[config.mk]
export PLATFORM = sky130hd
export DESIGN_NAME = fpga_uart
export DESIGN_NICKNAME = d
export VERILOG_FILES = /design/src/rtl/fpga_uart_pkg.sv /design/src/rtl/fpga_uart_baud_gen.sv /design/src/rtl/fpga_uart.sv
export SDC_FILE = /design/constraint.sdc
export NUM_CORES = 1
export LEC_CHECK = 0
export BUFFER_PORTS_ARGS = -buffer_cell sky130_fd_sc_hd__buf_2
export CAP_MARGIN = 25
export CORE_AREA = 2 2 82 68
export CTS_BUF_LIST = sky130_fd_sc_hd__clkbuf_16
export DETAILED_ROUTE_END_ITERATION = 16
export DIE_AREA = 0 0 84 70
export PLACE_DENSITY_LB_ADDON = 0.05
export SETUP_SLACK_MARGIN = 0.05
export SYNTH_ARGS = -nofsm -noshare
export SYNTH_HDL_FRONTEND = slang
export SYNTH_SLANG_ARGS = --single-unit
[constraint.sdc]
create_clock -name clk_50m -period 1.8 [get_ports clk_50m]
set_input_delay 0.54 -clock clk_50m [delete_from_list [all_inputs] [get_ports clk_50m]]
set_output_delay 0.54 -clock clk_50m [all_outputs]
set_load 0.01 [all_outputs]
[src/rtl/fpga_uart_pkg.sv]
// fpga_uart shared types and divisor helpers.
// Optional frame_err output is enabled by UART_FRAMING_ERR_EN.
package fpga_uart_pkg;

   typedef enum logic [1:0] {
      TX_IDLE,
      TX_START,
      TX_DATA,
      TX_STOP
   } tx_state_t;

   typedef enum logic [1:0] {
      RX_IDLE,
      RX_START,
      RX_DATA,
      RX_STOP
   } rx_state_t;

   localparam int unsigned DEF_CLK_FREQ = 50_000_000;
   localparam int unsigned DEF_BAUD     = 115_200;
   localparam int unsigned OVERSAMPLE   = 16;

   function automatic int unsigned clks_per_bit(
      input int unsigned clk_freq,
      input int unsigned baud
   );
      return clk_freq / baud;
   endfunction

   function automatic int unsigned clks_per_sample(
      input int unsigned clk_freq,
      input int unsigned baud
   );
      return clk_freq / (baud * OVERSAMPLE);
   endfunction

endpackage

[src/rtl/fpga_uart_baud_gen.sv]
// Bit-rate and 16x sample-rate tick generator.
// Each divider has its own synchronous restart.
module fpga_uart_baud_gen #(
   parameter int unsigned CPB = 434,
   parameter int unsigned CPS = 27
) (
   input  logic clk,
   input  logic rst_n,
   input  logic tx_restart,
   input  logic rx_restart,
   output logic tx_tick,
   output logic rx_tick
);

   localparam int TW = (CPB > 1) ? $clog2(CPB) : 1;
   localparam int RW = (CPS > 1) ? $clog2(CPS) : 1;

   logic [TW-1:0] tx_cnt;
   logic [RW-1:0] rx_cnt;

   assign tx_tick = (tx_cnt == TW'(CPB - 1));
   assign rx_tick = (rx_cnt == RW'(CPS - 1));

   always_ff @(posedge clk or negedge rst_n) begin
      if (!rst_n) begin
         tx_cnt <= '0;
      end else if (tx_restart || tx_tick) begin
         tx_cnt <= '0;
      end else begin
         tx_cnt <= tx_cnt + 1'b1;
      end
   end

   always_ff @(posedge clk or negedge rst_n) begin
      if (!rst_n) begin
         rx_cnt <= '0;
      end else if (rx_restart || rx_tick) begin
         rx_cnt <= '0;
      end else begin
         rx_cnt <= rx_cnt + 1'b1;
      end
   end

endmodule

[src/rtl/fpga_uart.sv]
// Full-duplex 8N1 UART: baud generator, transmitter, 16x receiver.
// Define UART_FRAMING_ERR_EN to add the frame_err output.
module fpga_uart
   import fpga_uart_pkg::*;
#(
   parameter int unsigned CLK_FREQ = DEF_CLK_FREQ,
   parameter int unsigned BAUD     = DEF_BAUD
) (
   input  logic       clk_50m,
   input  logic       rst_n,
   input  logic [7:0] data_in,
   input  logic       Tx_en,
   output logic       Tx,
   output logic       Tx_busy,
   input  logic       Rx,
   input  logic       Rx_en,
   output logic       ready,
   input  logic       ready_clr,
   output logic [7:0] data_out
`ifdef UART_FRAMING_ERR_EN
   ,
   output logic       frame_err
`endif
);

   localparam int unsigned CLKS_PER_BIT    = clks_per_bit(CLK_FREQ, BAUD);
   localparam int unsigned CLKS_PER_SAMPLE = clks_per_sample(CLK_FREQ, BAUD);

   logic tx_tick;
   logic rx_tick;
   logic tx_accept;
   logic rx_start_edge;

   fpga_uart_baud_gen #(
      .CPB(CLKS_PER_BIT),
      .CPS(CLKS_PER_SAMPLE)
   ) u_baud (
      .clk       (clk_50m),
      .rst_n     (rst_n),
      .tx_restart(tx_accept),
      .rx_restart(rx_start_edge),
      .tx_tick   (tx_tick),
      .rx_tick   (rx_tick)
   );

   // Transmitter
   tx_state_t  tx_state;
   tx_state_t  tx_next;
   logic [7:0] tx_shift;
   logic [2:0] tx_bit;

   assign tx_accept = (tx_state == TX_IDLE) && Tx_en;

   always_ff @(posedge clk_50m or negedge rst_n) begin
      if (!rst_n) tx_state <= TX_IDLE;
      else        tx_state <= tx_next;
   end

   always_ff @(posedge clk_50m or negedge rst_n) begin
      if (!rst_n) begin
         tx_shift <= '0;
         tx_bit   <= '0;
      end else if (tx_accept) begin
         tx_shift <= data_in;
         tx_bit   <= '0;
      end else if (tx_state == TX_DATA && tx_tick) begin
         tx_shift <= {1'b0, tx_shift[7:1]};
         tx_bit   <= tx_bit + 3'd1;
      end
   end

   always_comb begin
      tx_next = tx_state;
      unique case (tx_state)
         TX_IDLE:  if (Tx_en) tx_next = TX_START;
         TX_START: if (tx_tick) tx_next = TX_DATA;
         TX_DATA:  if (tx_tick && tx_bit == 3'd7) tx_next = TX_STOP;
         TX_STOP:  if (tx_tick) tx_next = TX_IDLE;
         default:  tx_next = TX_IDLE;
      endcase
   end

   always_comb begin
      Tx      = 1'b1;
      Tx_busy = (tx_state != TX_IDLE);
      unique case (tx_state)
         TX_START: Tx = 1'b0;
         TX_DATA:  Tx = tx_shift[0];
         default:  Tx = 1'b1;
      endcase
   end

   // Receiver
   logic       rx_meta;
   logic       rx_s;
   rx_state_t  rx_state;
   rx_state_t  rx_next;
   logic [3:0] samp_cnt;
   logic [2:0] rx_bit;
   logic [7:0] rx_shift;
   logic       armed;
   logic       start_mid;
   logic       bit_mid;
   logic       good_stop;
   logic       bad_stop;
   logic       frame_end;

   always_ff @(posedge clk_50m or negedge rst_n) begin
      if (!rst_n) begin
         rx_meta <= 1'b1;
         rx_s    <= 1'b1;
      end else begin
         rx_meta <= Rx;
         rx_s    <= rx_meta;
      end
   end

   assign rx_start_edge = (rx_state == RX_IDLE) && armed && !rx_s;
   assign start_mid     = rx_tick && (samp_cnt == 4'd7);
   assign bit_mid       = rx_tick && (samp_cnt == 4'd15);

   always_ff @(posedge clk_50m or negedge rst_n) begin
      if (!rst_n) rx_state <= RX_IDLE;
      else        rx_state <= rx_next;
   end

   always_comb begin
      rx_next = rx_state;
      unique case (rx_state)
         RX_IDLE:  if (rx_start_edge) rx_next = RX_START;
         RX_START: if (start_mid) rx_next = rx_s ? RX_IDLE : RX_DATA;
         RX_DATA:  if (bit_mid && rx_bit == 3'd7) rx_next = RX_STOP;
         RX_STOP:  if (bit_mid) rx_next = RX_IDLE;
         default:  rx_next = RX_IDLE;
      endcase
   end

   always_comb begin
      frame_end = (rx_state == RX_STOP) && bit_mid;
      good_stop = frame_end && rx_s;
      bad_stop  = frame_end && !rx_s;
   end

   // Counter realigns to the start-bit midpoint, then wraps every 16 ticks
   always_ff @(posedge clk_50m or negedge rst_n) begin
      if (!rst_n) begin
         samp_cnt <= '0;
      end else if (rx_start_edge || (rx_state == RX_START && start_mid)) begin
         samp_cnt <= '0;
      end else if (rx_tick && rx_state != RX_IDLE) begin
         samp_cnt <= samp_cnt + 4'd1;
      end
   end

   always_ff @(posedge clk_50m or negedge rst_n) begin
      if (!rst_n) begin
         rx_shift <= '0;
         rx_bit   <= '0;
      end else if (rx_start_edge) begin
         rx_bit   <= '0;
      end else if (rx_state == RX_DATA && bit_mid) begin
         rx_shift <= {rx_s, rx_shift[7:1]};
         rx_bit   <= rx_bit + 3'd1;
      end
   end

   always_ff @(posedge clk_50m or negedge rst_n) begin
      if (!rst_n) begin
         armed    <= 1'b0;
         ready    <= 1'b0;
         data_out <= '0;
      end else begin
         if (Rx_en)          armed <= 1'b1;
         else if (frame_end) armed <= 1'b0;
         if (good_stop)      ready <= 1'b1;
         else if (ready_clr) ready <= 1'b0;
         if (good_stop)      data_out <= rx_shift;
      end
   end

`ifdef UART_FRAMING_ERR_EN
   always_ff @(posedge clk_50m or negedge rst_n) begin
      if (!rst_n)                      frame_err <= 1'b0;
      else if (bad_stop)               frame_err <= 1'b1;
      else if (ready_clr || good_stop) frame_err <= 1'b0;
   end
`else
   logic unused_bad_stop;
   assign unused_bad_stop = bad_stop;
`endif

endmodule

==> impl_metrics.sql, run 1 <==
INSERT INTO impl_metrics (metric_group, metric, value, unit) VALUES
('run', 'timing.max_cap.violations', '0', ''),
('timing', 'slew_headroom', '70.19', '%'),
('place', 'portBuffers', '24', ''),
('die', 'core.rowCount', '24', ''),
('timing', 'setup_violating_endpoint_count_in_the_final_report', '0', ''),
('synth', 'syn_nets', '253', ''),
('die', 'pin_count', '25', ''),
('hold_path', 'hold_path_class', 'input pin to async pin', ''),
('pwr', 'p_total', '3.243', 'mW'),
('global_routing', 'grt_max_degree', '57', ''),
('route', 'ant_nets', '0', ''),
('global_routing', 'first_global_vias', '1716', ''),
('die', 'dieWidth', '84', 'um'),
('synth', 'synth_edf_count', '0', ''),
('synth', 'synthesis.yosys.warnings', '0', ''),
('global_routing', 'grt_first_pass_wirelength', '7955', 'um'),
('route', 'detail_route.wirelength', '4240', 'um'),
('setup_path', 'critical_path_end_type', 'primary output', ''),
('die', 'chipHeight', '70', 'um'),
('timing', 'fin_skew', '0.005271', 'ns'),
('timing', 'period_share', '95.71', '%'),
('die', 'start_util', '50.12', '%'),
('cells_and_area', 'area_growth_syn_to_layout', '19.46', '%'),
('synth', 'synth.cell_area', '2604', 'um^2'),
('outcome', 'status', 'finished, final reports clean', ''),
('route', 'via_count', '1692', ''),
('cells_and_area', 'antenna_cells_inserted', '0', ''),
('clock_network', 'htree_levels', '2', ''),
('place', 'global_placement_routability_congestion', '0.7815', ''),
('timing', 'report.final.slew_viol_count', '0', ''),
('setup_path', 'worstPathRequired', '1.26', 'ns'),
('cells_and_area', 'layout.nets', '294', ''),
('setup_path', 'worstPathArrival', '1.18', 'ns'),
('route', 'initialDrtViolationCount', '75', ''),
('timing', 'final.hold.worst_slack', '0.2406', 'ns'),
('cells_and_area', 'drive_above_1_share', '30.22', '%'),
('cells_and_area', 'filler_cell_count', '462', ''),
('synth', 'seq_area_frac_synth', '53.92', '%'),
('synth', 'post_synth.cell_area_avg', '11.52', 'um^2'),
('global_routing', 'antenna_found_initial', '0', ''),
('timing', 'timing.fmax', '580.4', 'MHz'),
('place', 'dpl-instance-area', '2867', 'um^2'),
('synth', 'netlist-cell-type-count', '38', ''),
('place', 'detailed_place_hpwl', '2935', 'um'),
('route', 'routed_wire_length_per_instance', '12.73', 'um'),
('clock_network', 'clock_sinks', '56', ''),
('synth', 'yosys_register_bits', '56', ''),
('clock_network', 'cts_hold_buffers', '0', ''),
('global_routing', 'grt_util_overall', '16.67', '%'),
('route', 'vias_per_cell', '5.081', ''),
('synth', 'synthCells', '226', ''),
('route', 'detail_route.first_pass.iterations', '4', ''),
('die', 'die_outline_area', '5880', 'um^2'),
('synth', 'synth_ff_type', 'sky130_fd_sc_hd__dfrtp_1', ''),
('setup_path', 'type_of_the_worst_setup_path', 'register to primary output', ''),
('timing', 'hold_violations', '0', ''),
('timing', 'worst_slew_pin_slew', '0.4461', 'ns'),
('timing', 'post-route-min-period', '1.723', 'ns'),
('clock_network', 'worst_skew_pair.late_latency', '0.29', 'ns'),
('cells_and_area', 'layout.cell_area.non_filler', '3110', 'um^2'),
('setup_path', 'critPathMaxFanout', '4', ''),
('pwr', 'worst_ir_drop_vdd', '0.7600', 'mV'),
('setup_path', 'setup.worst_path.start_class', 'register', ''),
('clock_network', 'tritoncts', 'done', ''),
('clock_network', 'cts_buffers', '5', ''),
('clock_network', 'clock_tree.root_cell', 'sky130_fd_sc_hd__clkbuf_16', ''),
('synth', 'synthArstFlopShare', '100.0', '%'),
('pwr', 'power.density_cell_area', '1043', 'nW/um^2'),
('clock_network', 'cts_buffer_depth', '2', ''),
('pwr', 'static-leakage-power', '1.532', 'nW'),
('clock_network', 'worst_setup_hold_path_clk_slew', '0.06', 'ns'),
('global_routing', 'gr-total-overflow', '0', ''),
('route', 'detail_route.drc_violations', '0', ''),
('timing', 'rsz0062_at_grt', 'yes', ''),
('timing', 'tns', '0', 'ns'),
('die', 'core_footprint', '5195', 'um^2');
-- routing by layer --
| layer | global-route usage, % | vias to the layer above | wire length, um |
|---|---|---|---|
| met1 | 24.14 | 806 | 2184 |
| li1 | - | 861 | - |
| met4 | 4.839 | 0 | 53 |
| met5 | 0 | - | 0 |
| met3 | 4.019 | 6 | 112 |
| met2 | 25.16 | 19 | 1889 |
-- area by class of cell --
type | count | area (um^2) | share of cell area [%]
timing repair buffer | 40 | 269.0 | 8.648
inverter | 8 | 30.03 | 0.9654
clock inverter | 3 | 15.01 | 0.4827
multi-input combinational | 156 | 1185 | 38.09
tap | 65 | 81.33 | 2.615
sequential | 56 | 1405 | 45.17
clock buffer | 5 | 125.1 | 4.023
-- placed cells by master, fill, tap and decap left out, drive strengths merged, types with 4 or more instances in the layout --
cell type / synthesis / routed
nor2: 28 / 28
nand2: 18 / 18
o21ai: 7 / 7
nor3: 4 / 4
clkbuf: 2 / 5
nand3b: 4 / 4
and2: 4 / 4
xor2: 6 / 6
mux2i: 9 / 9
buf: 4 / 40
nand4: 4 / 4
inv: 8 / 9
xnor2: 6 / 6
a21oi: 11 / 11
ha: 13 / 13
dfrtp: 54 / 54
nand3: 10 / 10
mux2: 17 / 17
-- cell usage after synthesis (3+ instances only) --
| master | instances | share of area [%] |
|---|---|---|
| sky130_fd_sc_hd__dfrtp_1 | 54 | 52 |
| sky130_fd_sc_hd__nor2_1 | 27 | 3.9 |
| sky130_fd_sc_hd__nand2_1 | 18 | 2.6 |
| sky130_fd_sc_hd__ha_1 | 13 | 6.2 |
| sky130_fd_sc_hd__mux2_2 | 13 | 5.6 |
| sky130_fd_sc_hd__a21oi_1 | 11 | 2.1 |
| sky130_fd_sc_hd__nand3_1 | 10 | 1.9 |
| sky130_fd_sc_hd__mux2i_1 | 9 | 3.5 |
| sky130_fd_sc_hd__inv_1 | 8 | 1.2 |
| sky130_fd_sc_hd__o21ai_0 | 6 | 1.2 |
| sky130_fd_sc_hd__xnor2_1 | 6 | 2.0 |
| sky130_fd_sc_hd__xor2_1 | 6 | 2.0 |
| sky130_fd_sc_hd__mux2_4 | 4 | 2.3 |
| sky130_fd_sc_hd__nand3b_1 | 4 | 1.2 |
| sky130_fd_sc_hd__nor3_1 | 4 | 0.77 |
| sky130_fd_sc_hd__and2_1 | 3 | 0.72 |
| sky130_fd_sc_hd__buf_2 | 3 | 0.58 |
| sky130_fd_sc_hd__nand4_1 | 3 | 0.72 |
-- state kept, by name, indices dropped and copies added (netlist names), named ones only --
register / count
armed: 1
data_out: 8
ready: 1
rx_bit: 3
rx_meta: 1
rx_s: 1
rx_shift: 8
rx_state: 1
samp_cnt: 4
tx_bit: 3
tx_shift: 8
tx_state: 2
u_baud.rx_cnt: 5
u_baud.tx_cnt: 9
-- cell families after synthesis --
group | after synthesis | share of synthesized area [%]
DFF | 56 | 53.92
adders and majority gates | 13 | 6.247
xor gates and xnor gates | 12 | 4.036
AOI/OAI and AO/OA | 22 | 4.805
muxes | 26 | 11.39
buffers and inverters | 14 | 2.451
and+or+nand+nor | 83 | 17.16
-- what timing repair did --
action / in CTS / in global routing
endpoints found under the setup margin: 13 / 14
buffers inserted: 3 / 2
pin swaps: 0 / 4
resized for setup: 7 / 9
-- power breakdown --
part           internal (mW)  switching (mW)
Combinational          0.393           0.379
Clock                  0.506           0.404
Sequential              1.44           0.126
-- worst paths after layout --
check	start	endpoint	slack [ns]	cells past startpoint
max reg2reg	tx_state[0]	tx_state[1]	0.12	5
min	rst_n	rx_shift[5]	0.24	2
min reg2reg	rx_meta	rx_s	0.36	0
max	tx_state[0]	Tx	0.08	5
max in group asynchronous	rst_n	rx_meta	1.27	2
min in group clk_50m	Rx	rx_meta	0.35	1
-- worst max-delay path, stage by stage, from the launching register on --
cell and delay [ns]:
sky130_fd_sc_hd__dfrtp_1 0.41, sky130_fd_sc_hd__inv_2 0.11, sky130_fd_sc_hd__ha_4 0.15, sky130_fd_sc_hd__nand2_2 0.04, sky130_fd_sc_hd__o21ai_1 0.06, sky130_fd_sc_hd__buf_2 0.13
-- stage by stage --
stage | setup slack (ns) | util, % | cells
floorplan | 0.09092 | - | 226
global placement | 0.06694 | 55.18 | 320
detailed placement | 0.03463 | 55.18 | 320
CTS | 0.02253 | 58.77 | 331
global route | 0.007319 | 59.87 | 333
finish | 0.07716 | 59.87 | 333
(Power assumes the default switching activity.)
==> inputs of run 2 (changes only) <==
Clock period 1.8 ns to 1.5 ns, I/O delays scaled along.
==> run 2 against run 1 <==
- the flow now finishes with violations (setup timing)
- wire length grew 17%
- critical path depth shrank 1
- combinational power grew 75%
- sequential cell count is the same
- clock skew grew 0.0062 ns
- final cell count grew 8.1%
- critical endpoint unchanged
==> impl_metrics.sql, run 2 (synthesis results as in run 1) <==
INSERT INTO impl_metrics (metric_group, metric, value, unit) VALUES
('global_routing', 'top_usage_layer', 'met1', ''),
('route', 'via_count', '1833', ''),
('pwr', 'static-leakage-power', '1.738', 'nW'),
('global_routing', 'grt_util_overall', '18.16', '%'),
('clock_network', 'clock_sinks', '56', ''),
('cells_and_area', 'mostFrequentLayoutCell', 'sky130_fd_sc_hd__dfrtp_1', ''),
('timing', 'worst_slack', '-0.1890', 'ns'),
('die', 'core_footprint', '5195', 'um^2'),
('die', 'core.rowCount', '24', ''),
('clock_network', 'htree_levels', '2', ''),
('cells_and_area', 'antenna_cells_inserted', '0', ''),
('clock_network', 'cts_buffers', '5', ''),
('setup_path', 'cp_slowest_stage_delay', '0.43', 'ns'),
('die', 'dieWidth', '84', 'um'),
('route', 'vias_per_cell', '5.092', ''),
('place', 'place_inst', '344', ''),
('global_routing', 'gr-total-overflow', '0', ''),
('clock_network', 'cts_hold_buffers', '0', ''),
('clock_network', 'worst_setup_hold_path_clk_slew', '0.08', 'ns'),
('timing', 'hold_violations', '0', ''),
('cells_and_area', 'area_growth_syn_to_layout', '38.54', '%'),
('timing', 'rsz0062_at_grt', 'yes', ''),
('place', 'place_ws', '-0.1611', 'ns'),
('setup_path', 'critical_path_end_type', 'primary output', ''),
('timing', 'timing.fmax', '592.1', 'MHz'),
('cells_and_area', 'layoutNonFillerInstCount', '360', ''),
('setup_path', 'worstPathCellList', 'inv_2 > ha_2 > o21ai_2 > buf_2', ''),
('run', 'timing.max_cap.violations', '0', ''),
('die', 'die_outline_area', '5880', 'um^2'),
('setup_path', 'critPathMaxFanout', '4', ''),
('timing', 'tns', '-4.024', 'ns'),
('setup_path', 'worstPathRequired', '1.05', 'ns'),
('global_routing', 'grt_util_met3', '6.028', '%'),
('route', 'routed_wire_length_per_instance', '13.75', 'um'),
('pwr', 'power.density_cell_area', '1263', 'nW/um^2'),
('setup_path', 'worstPathArrival', '1.24', 'ns'),
('die', 'chipHeight', '70', 'um'),
('die', 'pin_count', '25', ''),
('setup_path', 'worst_r2r_startpoint', 'u_baud.rx_cnt[0]', ''),
('cells_and_area', 'layout.cells.most_common_list', 'sky130_fd_sc_hd__dfrtp_1, sky130_fd_sc_hd__buf_4, sky130_fd_sc_hd__buf_2, sky130_fd_sc_hd__nor2_1, sky130_fd_sc_hd__nand2_1', ''),
('cells_and_area', 'largest_reg_flops', '9', ''),
('clock_network', 'tritoncts', 'done', ''),
('timing', 'worst_slew_pin_slew', '0.2797', 'ns'),
('pwr', 'worst_ir_drop_vdd', '1.364', 'mV'),
('clock_network', 'clock_tree.root_cell', 'sky130_fd_sc_hd__clkbuf_16', ''),
('place', 'detailed_place_hpwl', '3135', 'um'),
('timing', 'slew_headroom', '81.21', '%'),
('setup_path', 'worst-path-buf-inv', '2', ''),
('global_routing', 'grtUsageMet2', '25.60', '%'),
('timing', 'setup_violating_endpoint_count_in_the_final_report', '29', ''),
('global_routing', 'grt_first_pass_wirelength', '8445', 'um'),
('clock_network', 'worst_skew_pair.late_latency', '0.30', 'ns'),
('place', 'global_placement_routability_congestion', '0.7664', ''),
('setup_path', 'critPathSlowestCell', 'sky130_fd_sc_hd__dfrtp_2', ''),
('setup_path', 'setup.worst_path.start_class', 'register', ''),
('timing', 'fin_skew', '0.01148', 'ns'),
('cells_and_area', 'layout.nets', '321', ''),
('timing', 'period_share', '112.6', '%'),
('die', 'start_util', '50.12', '%'),
('setup_path', 'type_of_the_worst_setup_path', 'register to primary output', ''),
('route', 'detail_route.first_pass.iterations', '5', ''),
('cells_and_area', 'drive_above_1_share', '45.42', '%'),
('route', 'detail_route.drc_violations', '0', ''),
('setup_path', 'beginning_of_the_critical_path', 'tx_state[1]', ''),
('route', 'detail_route.wirelength', '4951', 'um'),
('setup_path', 'worst_path_dominant_cell_family', 'flip-flops', ''),
('place', 'portBuffers', '24', ''),
('global_routing', 'grt_max_degree', '57', ''),
('clock_network', 'cts_buffer_depth', '2', ''),
('hold_path', 'hold_path_class', 'input pin to async pin', ''),
('timing', 'report.final.slew_viol_count', '0', ''),
('setup_path', 'ff2ff_setup_slack', '-0.19', 'ns'),
('global_routing', 'grtUsageMet1', '27.25', '%'),
('outcome', 'status', 'complete, but fails checks', ''),
('route', 'ant_nets', '0', ''),
('route', 'initialDrtViolationCount', '71', ''),
('global_routing', 'antenna_found_initial', '0', ''),
('cells_and_area', 'registers.top_by_ff_count', 'u_baud.tx_cnt', ''),
('timing', 'post-route-min-period', '1.689', 'ns'),
('global_routing', 'first_global_vias', '1820', ''),
('outcome', 'failed_checks', 'setup timing', '');
[run 2: cell count changes in the layout (fill, tap and decap cells not counted), sizes merged]
cell / previous run / this run
buf: 40 / 66
bufinv: 0 / 1
clkinv: 1 / 2
clkinvlp: 1 / 0
inv: 9 / 8
nand4: 4 / 5
[run 2: final timing paths]
check	endpoint	depth (start not counted)
max	Tx	4
min reg2reg	rx_s	0
min in group clk_50m	rx_meta	1
max in group asynchronous	rx_meta	2
max reg2reg	rx_shift[2]	6
min	samp_cnt[1]	2
[run 2: cell type report]
type,count,area [um^2]
Multi-Input combinational cell,157,1393
Sequential cell,56,1405
Timing Repair Buffer,66,525.5
Inverter,8,30.03
Clock buffer,5,125.1
Tap cell,65,81.33
Fill cell,391,1588
Clock inverter,3,47.55
[run 2: timing repair]
item,CTS,global route
pin swaps,5,13
buffers inserted,4,3
hold endpoints to repair,0,0
cloned,1,0
setup endpoints to repair,46,49
resized for setup,29,34
[run 2: where the power goes]
part,internal (mW),switching [mW],total (mW)
Sequential,1.72,0.154,1.87
Combinational,0.746,0.602,1.35
Clock,0.794,0.540,1.33
Total,3.26,1.30,4.56
[run 2: metrics by stage]
stage	hold slack [ns]	util [%]	power [mW]	area [um^2]
floorplan	0.1544	-	2.479	2640
global placement	0.3469	60.02	2.887	3118
detailed placement	0.3487	60.02	2.905	3118
CTS	0.1484	66.35	4.404	3447
global route	0.1451	69.44	4.829	3607
finish	0.1315	69.44	4.557	3607
[run 2: worst register-to-register path: stages, from the launching register on]
cell                       delay (ns)
sky130_fd_sc_hd__dfrtp_1         0.38
sky130_fd_sc_hd__inv_1           0.07
sky130_fd_sc_hd__ha_2            0.19
sky130_fd_sc_hd__nand4b_4        0.15
sky130_fd_sc_hd__nor4_4          0.30
sky130_fd_sc_hd__buf_12          0.19
sky130_fd_sc_hd__mux2_4          0.31
[run 2: layer usage]
metal	vias up	share of wire, %
li1	917	-
met1	884	52
met2	24	43
met3	8	3.2
met4	0	1.5
met5	-	0
==> inputs of run 3 (changes only) <==
Settings changed: RECOVER_POWER set to 50.
==> run 3 against run 2 <==
- register-to-register slack barely moved
- critical endpoint unchanged
- critical path type unchanged
- die area did not move
- combinational power barely moved
- the flow still finishes with violations (setup timing)
==> impl_metrics.sql, run 3 (synthesis results as in run 1) <==
INSERT INTO impl_metrics (metric_group, metric, value, unit) VALUES
('clock_network', 'worst_setup_hold_path_clk_slew', '0.07', 'ns'),
('setup_path', 'worstPathArrival', '1.24', 'ns'),
('cells_and_area', 'registers.top_by_ff_count', 'u_baud.tx_cnt', ''),
('global_routing', 'grt_first_pass_wirelength', '8445', 'um'),
('setup_path', 'worst_path_dominant_cell_family', 'flip-flops', ''),
('timing', 'rsz0062_at_grt', 'yes', ''),
('clock_network', 'worst_skew_pair.late_latency', '0.30', 'ns'),
('pwr', 'p_total', '4.556', 'mW'),
('cells_and_area', 'mostFrequentLayoutCell', 'sky130_fd_sc_hd__dfrtp_1', ''),
('clock_network', 'htree_levels', '2', ''),
('pwr', 'worst_ir_drop_vdd', '1.364', 'mV'),
('die', 'core_footprint', '5195', 'um^2'),
('clock_network', 'clock_sinks', '56', ''),
('timing', 'period_share', '112.6', '%'),
('clock_network', 'cts_buffer_depth', '2', ''),
('timing', 'slew_headroom', '50.61', '%'),
('run', 'timing.max_cap.violations', '0', ''),
('route', 'initialDrtViolationCount', '66', ''),
('setup_path', 'worstPathRequired', '1.05', 'ns'),
('cells_and_area', 'layout.cell_area.non_filler', '3595', 'um^2'),
('clock_network', 'tritoncts', 'done', ''),
('timing', 'worst_slack', '-0.1889', 'ns'),
('cells_and_area', 'largest_reg_flops', '9', ''),
('cells_and_area', 'area_growth_syn_to_layout', '38.06', '%'),
('setup_path', 'cp_slowest_stage_delay', '0.43', 'ns'),
('route', 'vias_per_cell', '5.106', ''),
('setup_path', 'type_of_the_worst_setup_path', 'register to primary output', ''),
('route', 'routed_wire_length_per_instance', '13.76', 'um'),
('outcome', 'status', 'complete, but fails checks', ''),
('timing', 'setup_violating_endpoint_count_in_the_final_report', '29', ''),
('timing', 'post-route-min-period', '1.689', 'ns'),
('route', 'detail_route.first_pass.iterations', '4', ''),
('timing', 'worst_slew_pin_slew', '0.7409', 'ns'),
('die', 'start_util', '50.12', '%'),
('route', 'detail_route.drc_violations', '0', ''),
('route', 'detail_route.wirelength', '4952', 'um'),
('die', 'pin_count', '25', ''),
('setup_path', 'number_of_cells_on_the_worst_reg_to_reg_path', '6', ''),
('place', 'detailed_place_hpwl', '3135', 'um'),
('clock_network', 'cts_hold_buffers', '0', ''),
('timing', 'report.final.slew_viol_count', '0', ''),
('place', 'portBuffers', '24', ''),
('cells_and_area', 'layout.nets', '321', ''),
('global_routing', 'first_global_vias', '1820', ''),
('global_routing', 'grt_max_degree', '57', ''),
('place', 'global_placement_routability_congestion', '0.7664', ''),
('setup_path', 'crit_cells', '4', ''),
('pwr', 'power.density_cell_area', '1267', 'nW/um^2'),
('die', 'die_outline_area', '5880', 'um^2'),
('setup_path', 'setup.worst_path.start_class', 'register', ''),
('cells_and_area', 'layout.cells.most_common_list', 'sky130_fd_sc_hd__dfrtp_1, sky130_fd_sc_hd__buf_4, sky130_fd_sc_hd__buf_2, sky130_fd_sc_hd__nor2_1, sky130_fd_sc_hd__nand2_1', ''),
('cells_and_area', 'filler_cell_count', '393', ''),
('route', 'via_count', '1838', ''),
('setup_path', 'worstPathCellList', 'inv_2 > ha_2 > o21ai_2 > buf_2', ''),
('global_routing', 'gr-total-overflow', '0', ''),
('global_routing', 'antenna_found_initial', '0', ''),
('route', 'ant_nets', '0', ''),
('setup_path', 'critPathSlowestCell', 'sky130_fd_sc_hd__dfrtp_2', ''),
('hold_path', 'hold_path_class', 'input pin to register', ''),
('timing', 'hold_violations', '0', ''),
('pwr', 'static-leakage-power', '1.733', 'nW'),
('setup_path', 'critPathMaxFanout', '4', ''),
('die', 'chipHeight', '70', 'um'),
('setup_path', 'critical_path_end_type', 'primary output', ''),
('die', 'dieWidth', '84', 'um'),
('place', 'dpl-instance-area', '3118', 'um^2'),
('clock_network', 'clock_tree.root_cell', 'sky130_fd_sc_hd__clkbuf_16', ''),
('die', 'core.rowCount', '24', ''),
('clock_network', 'cts_buffers', '5', ''),
('setup_path', 'worst-path-buf-inv', '2', ''),
('timing', 'fin_skew', '0.01231', 'ns'),
('cells_and_area', 'drive_above_1_share', '45.42', '%'),
('global_routing', 'grt_util_overall', '18.16', '%'),
('hold_path', 'hold-path-cell-count', '1', ''),
('cells_and_area', 'antenna_cells_inserted', '0', ''),
('timing', 'timing.fmax', '592.1', 'MHz'),
('timing', 'final.hold.worst_slack', '0.2495', 'ns'),
('outcome', 'failed_checks', 'setup timing', '');
-- run 3: final cells by class --
type	instances	area, um^2	area share (%)
multi-input cells	157	1393	38.74
clock inverters	3	47.55	1.323
flip-flops and latches	56	1405	39.09
inverters	8	30.03	0.8354
clock buffers	5	125.1	3.481
well taps	65	81.33	2.262
repair buffers	66	513.0	14.27
-- run 3: through the flow --
step | instances | setup TNS (ns) | setup slack [ns] | util [%]
CTS | 357 | -3.291 | -0.1939 | 66.35
global placement | 344 | -2.142 | -0.1200 | 60.02
global route | 360 | -7.224 | -0.2798 | 69.20
floorplan | 226 | -1.588 | -0.2018 | -
detailed placement | 344 | -3.123 | -0.1611 | 60.02
finish | 360 | -4.024 | -0.1889 | 69.20
-- run 3: metal layers --
metal / GRT usage [%] / wire length (um)
met1: 27.25 / 2638
met2: 25.60 / 2092
met3: 6.028 / 148
met4: 4.301 / 72
met5: 0 / 0
-- run 3: report_power, final --
part | internal [mW] | switching [mW] | total [mW]
logic | 0.742 | 0.603 | 1.34
registers | 1.72 | 0.155 | 1.88
clock network | 0.794 | 0.541 | 1.34
total | 3.26 | 1.30 | 4.56
-- run 3: repair_timing --
item	4_1_cts	5_1_grt
pin swaps	5	13
endpoints found under the setup margin	46	49
cloned	1	0
gates resized for setup	29	34
setup buffers	4	3
-- run 3: path summary, 6_finish.rpt --
check / startpoint / to / slack, ns
min in group asynchronous: rst_n / samp_cnt[1] / 0.32
min reg2reg: rx_meta / rx_s / 0.36
max reg2reg: u_baud.rx_cnt[0] / rx_shift[2] / -0.19
max: tx_state[1] / Tx / -0.19
min: Rx / rx_meta / 0.25
max in group asynchronous: rst_n / tx_state[1] / 0.64
